--- config.mk ---
export PLATFORM = sky130hd
export DESIGN_NAME = branch_predictor
export DESIGN_NICKNAME = d
export VERILOG_FILES = /design/src/rtl/branch_predictor.sv
export SDC_FILE = /design/constraint.sdc
export NUM_CORES = 1
export LEC_CHECK = 0
export CAP_MARGIN = 20
export CORE_AREA = 8 8 286 288
export CTS_CLUSTER_SIZE = 24
export DETAILED_ROUTE_END_ITERATION = 10
export DIE_AREA = 0 0 294 296
export GPL_TIMING_DRIVEN = 0
export HOLD_SLACK_MARGIN = 0.06
export PLACE_DENSITY = 0.8
export SYNTH_ARGS = -nofsm -noshare
export SYNTH_HDL_FRONTEND = slang
export SYNTH_SLANG_ARGS = --single-unit
--- constraint.sdc ---
create_clock -name clk -period 6.8 [get_ports clk]
set_clock_uncertainty 0.15 [all_clocks]
set_input_delay 0.68 -clock clk [delete_from_list [all_inputs] [get_ports clk]]
set_output_delay 0.68 -clock clk [all_outputs]
set_load 0.02 [all_outputs]
--- src/rtl/branch_predictor.sv ---
// branch_predictor: direct-mapped BTB with 2-bit saturating counters, resolve-stage
// mispredict detection/redirect and saturating branch/miss statistics.
module branch_predictor #(
  parameter int WIDTH   = 32,
  parameter int ENTRIES = 16,
  parameter int CNT_W   = 16
) (
  input  logic             clk,
  input  logic             rst_n,
  input  logic [WIDTH-1:0] pc_if,
  output logic             pred_taken,
  output logic [WIDTH-1:0] pred_target,
  input  logic             upd_valid,
  input  logic [WIDTH-1:0] upd_pc,
  input  logic             upd_taken,
  input  logic [WIDTH-1:0] upd_target,
  input  logic             upd_pred_taken,
  input  logic [WIDTH-1:0] upd_pred_target,
  input  logic             flush_all,
  output logic             mispredict,
  output logic [WIDTH-1:0] redirect_pc,
  output logic [CNT_W-1:0] branch_cnt,
  output logic [CNT_W-1:0] miss_cnt
);
  localparam int IDX_W = $clog2(ENTRIES);
  localparam int TAG_W = WIDTH - 2 - IDX_W;
  logic [ENTRIES-1:0] valid;
  logic [TAG_W-1:0]   tag_q [ENTRIES];
  logic [WIDTH-1:0]   tgt_q [ENTRIES];
  logic [1:0]         cnt_q [ENTRIES];
  logic [IDX_W-1:0]   li, ui;
  logic [TAG_W-1:0]   lt, ut;
  logic               hit, uhit, wr_tgt;
  assign li = pc_if[IDX_W+1:2];
  assign lt = pc_if[WIDTH-1:IDX_W+2];
  assign ui = upd_pc[IDX_W+1:2];
  assign ut = upd_pc[WIDTH-1:IDX_W+2];
  assign hit  = valid[li] && tag_q[li] == lt;
  assign uhit = valid[ui] && tag_q[ui] == ut;
  assign pred_taken  = hit && cnt_q[li][1];
  assign pred_target = pred_taken ? tgt_q[li] : pc_if + WIDTH'(4);
  assign mispredict  = upd_valid && (upd_taken != upd_pred_taken ||
                       (upd_taken && upd_pred_taken && upd_target != upd_pred_target));
  assign redirect_pc = upd_taken ? upd_target : upd_pc + WIDTH'(4);
  // Taken updates write the target on both hit and allocate; tag only on allocate.
  assign wr_tgt = rst_n && upd_valid && upd_taken && !flush_all;
  always_ff @(posedge clk or negedge rst_n)
    if (!rst_n) begin
      valid      <= '0;
      branch_cnt <= '0;
      miss_cnt   <= '0;
      for (int i = 0; i < ENTRIES; i++) cnt_q[i] <= 2'b01;
    end else begin
      branch_cnt <= branch_cnt + CNT_W'(upd_valid && branch_cnt != '1);
      miss_cnt   <= miss_cnt + CNT_W'(mispredict && miss_cnt != '1);
      if (flush_all) valid <= '0;
      else if (upd_valid && uhit)
        cnt_q[ui] <= upd_taken ? cnt_q[ui] + 2'(cnt_q[ui] != 2'b11)
                               : cnt_q[ui] - 2'(cnt_q[ui] != 2'b00);
      else if (upd_valid && upd_taken) begin
        valid[ui] <= 1'b1;
        cnt_q[ui] <= 2'b10;
      end
    end
  always_ff @(posedge clk)
    if (wr_tgt) begin
      tgt_q[ui] <= upd_target;
      if (!uhit) tag_q[ui] <= ut;
    end
endmodule

==> results.json <==
{
  "grt-ovfl-total": 0,
  "ys_top_cells_by_area": "edfxtp_1 61%, mux4_2 19%, dfrtp_1 3.5%",
  "area_growth_pct": 17.86,
  "end_kind": "primary output",
  "antenna_found_initial": 11,
  "path_cells": "clkdlybuf4s50_1 -> buf_2 -> nand3_1 -> nor4_1 -> and4_1 -> and2_1 -> nand2_1 -> nor2_1 -> nand2_1 -> xor2_1 -> o21ai_0 -> clkdlybuf4s50_1",
  "finalSetupTns_ns": -0.1383,
  "fin_ws_ns": -0.1383,
  "r2r_slack_ns": 1.88,
  "worst_pin_slew_ns": 1.297,
  "start_kind": "primary input",
  "cts_tree": "done",
  "synth_cell_types": 70,
  "cts_made_buffers": 101,
  "core_um2": 76960,
  "start_util": 0.5964,
  "cts_num_sinks": 1008,
  "final_max_slew_viol_count": 0,
  "cts_max_path_buffers": 3,
  "drive_gt1_frac": 0.2578,
  "critical_path_class": "primary input to primary output",
  "cts-root-buf": "clkbuf_16",
  "yosysTopAreaCellShare": 0.6071,
  "die_area_um2": 87020,
  "cellLeakagePower_nw": 17.69,
  "wire_per_inst_um": 38.67,
  "grtUsageMet2": 0.5557,
  "design_area_um2": 54090,
  "rsz0062_at_grt": "no",
  "wl_mm": 155.6,
  "numPortBuffers": 228,
  "nets": 3033,
  "first_iter_violations": 4662,
  "yosys_most_used_dff": "edfxtp_1",
  "fin_total_pwr_mw": 14.21,
  "rows": 102,
  "die_x_um": 294,
  "cp_max_fo": 19,
  "powerDensity_nw_per_um2": 262.7,
  "crit_path_max_incr_delay_ns": 0.77,
  "ys_seq_area_frac": 0.6512,
  "first_pass_iters": 6,
  "avgViaCountPerCell": 7.230,
  "synth_area_um2": 45900,
  "ir_worst_vdd_v": 0.0002267,
  "grt_pass1_wl_mm": 216.6,
  "synth_edf_count": 928,
  "synth_nets": 2651,
  "mostFrequentLayoutCells": "928 x edfxtp_1, 379 x mux4_2, 227 x clkdlybuf4s50_1",
  "gp_congestion": 0.9760,
  "relSlewSlack": 0.1356,
  "synth_cells": 2506,
  "fmax_ghz": 0.1441,
  "grt_pass1_vias": 28970,
  "violations": "setup timing",
  "postSynthAreaPerCell_um2": 18.32,
  "vias": 29090,
  "placed_cell_area_um2": 50490,
  "hold_path_class": "primary input to asynchronous set/reset pin",
  "busiest_layer": "met2",
  "clkTransAtPathRegs_ns": 0.06,
  "dp_slack_ns": -0.5958,
  "met1_usage": 0.4557,
  "synth_top_cell_by_area": "edfxtp_1",
  "grt_max_degree": 77,
  "grt_usage": 0.3552,
  "fillers": 4662,
  "layout.cells.non_filler": 4023,
  "hpwl_mm": 106.0,
  "setup_violations": 1,
  "placedCellCount": 3819,
  "drc": 0,
  "fin_crit_sh": 1.020,
  "finish.utilization": 0.7029,
  "synth-seq-cells": 1008,
  "max_cap_violations": 0,
  "layout_commonest_cell": "edfxtp_1",
  "status": "finished with violations",
  "critPathRequiredTime_ns": 5.97,
  "met3_usage": 0.1197,
  "die_h_um": 296,
  "postRouteAntennaNets": 0,
  "htreeDepth": 3,
  "cp_data_arrival_time_ns": 6.11,
  "finalHoldViolCount": 0,
  "hold-worst-slack_ns": 0.2830,
  "yosys_warnings": 0,
  "crit_slowest_cell": "clkdlybuf4s50_1",
  "postSynth.asyncResetShare": 0.07937,
  "min_period_ns": 6.938,
  "pin_count": 232,
  "clock_latency_ns": 0.71
}
## logic make-up after synthesis
| group | Yosys count | share of synthesized area |
|---|---|---|
| compound gates | 196 | 0.03083 |
| xor+xnor | 167 | 0.03187 |
| fa+ha+maj | 11 | 0.002999 |
| buf+inv | 202 | 0.02323 |
| flops | 1008 | 0.6512 |
| mux | 515 | 0.2171 |
| simple gates | 407 | 0.04277 |
## worst max-delay path, delay by kind of cell
family / cells / cell delay (ns)
AOI/OAI and AO/OA: 1 / 0.69
xor gates and xnor gates: 1 / 0.14
buffers and inverters: 3 / 2.15
and+or+nand+nor: 7 / 2.44
## area by class of cell
cell class	instances	area [µm²]	area share
Multi-Input combinational cell	1296	15140	0.2799
Antenna cell	8	20.02	0.0003701
Clock buffer	113	2592	0.04793
Buffer	154	894.6	0.01654
Sequential cell	1008	29890	0.5525
Tap cell	1040	1301	0.02406
Clock inverter	77	887.1	0.01640
Timing Repair Buffer	281	3194	0.05905
Inverter	46	172.7	0.003192
## sequential cells by signal, summed over array words and instances (netlist names)
register and cells:
miss_cnt 16, tag_q 416, branch_cnt 16, valid 16, tgt_q 512, cnt_q 32
## per-layer routing
layer	vias up	wire length, µm
li1	11050	-
met1	14750	52920
met2	2727	72050
met3	553	22250
met4	10	8290
met5	-	67
## repair_timing
item	CTS	global route
endpoints found under the setup margin	37	32
hold buffers	1	0
hold endpoints to repair	64	0
cloned	0	0
resized for setup	4	1
setup buffers	3	0
pin swaps	0	0
## Yosys cell counts (4+ instances only)
| master | instances |
|---|---|
| nand4_1 | 29 |
| mux4_2 | 379 |
| inv_1 | 45 |
| and3_1 | 29 |
| nand3_1 | 63 |
| nand2b_1 | 4 |
| and4_1 | 6 |
| buf_1 | 8 |
| dfstp_2 | 16 |
| o22ai_1 | 13 |
| buf_4 | 13 |
| o211ai_1 | 19 |
| mux2_2 | 49 |
| ha_1 | 11 |
| a22o_1 | 26 |
| buf_2 | 38 |
| nor3b_1 | 4 |
| nor3_1 | 31 |
| clkbuf_1 | 72 |
| edfxtp_1 | 928 |
| dfrtp_1 | 64 |
| o21a_1 | 17 |
| mux2i_1 | 82 |
| a22oi_1 | 10 |
| a221oi_1 | 4 |
| xor2_1 | 42 |
| and2_1 | 8 |
| nor4_1 | 5 |
| xnor2_1 | 125 |
| a2bb2oi_1 | 16 |
| a21oi_1 | 7 |
| nor2b_1 | 8 |
| mux2_1 | 5 |
| nor2_1 | 78 |
| buf_6 | 20 |
| o21ai_0 | 48 |
| nand2_1 | 130 |
## path summary, 6_finish.rpt
path                            cells past startpoint                      end              startpoint
min in group clk                                    1   miss_cnt[14]$_DFF_PN0_  miss_cnt[14]$_DFF_PN0_
worst max-delay path                               12          redirect_pc[30]               upd_pc[4]
worst min-delay path                                2  branch_cnt[9]$_DFF_PN0_                   rst_n
max in group asynchronous                           3    cnt_q[12]$_DFFE_PN1P_                   rst_n
worst max register to register                     14    tag_q[0][8]$_DFFE_PP_   tag_q[7][9]$_DFFE_PP_
worst min register to register                      1   miss_cnt[14]$_DFF_PN0_  miss_cnt[14]$_DFF_PN0_
## where the power goes
| group | switching [mW] | internal (mW) | total (mW) |
|---|---|---|---|
| clock network | 2.52 | 3.35 | 5.87 |
| logic | 0.863 | 0.587 | 1.45 |
| registers | 0.0611 | 6.83 | 6.89 |
Power figures use the tool's default switching activity.
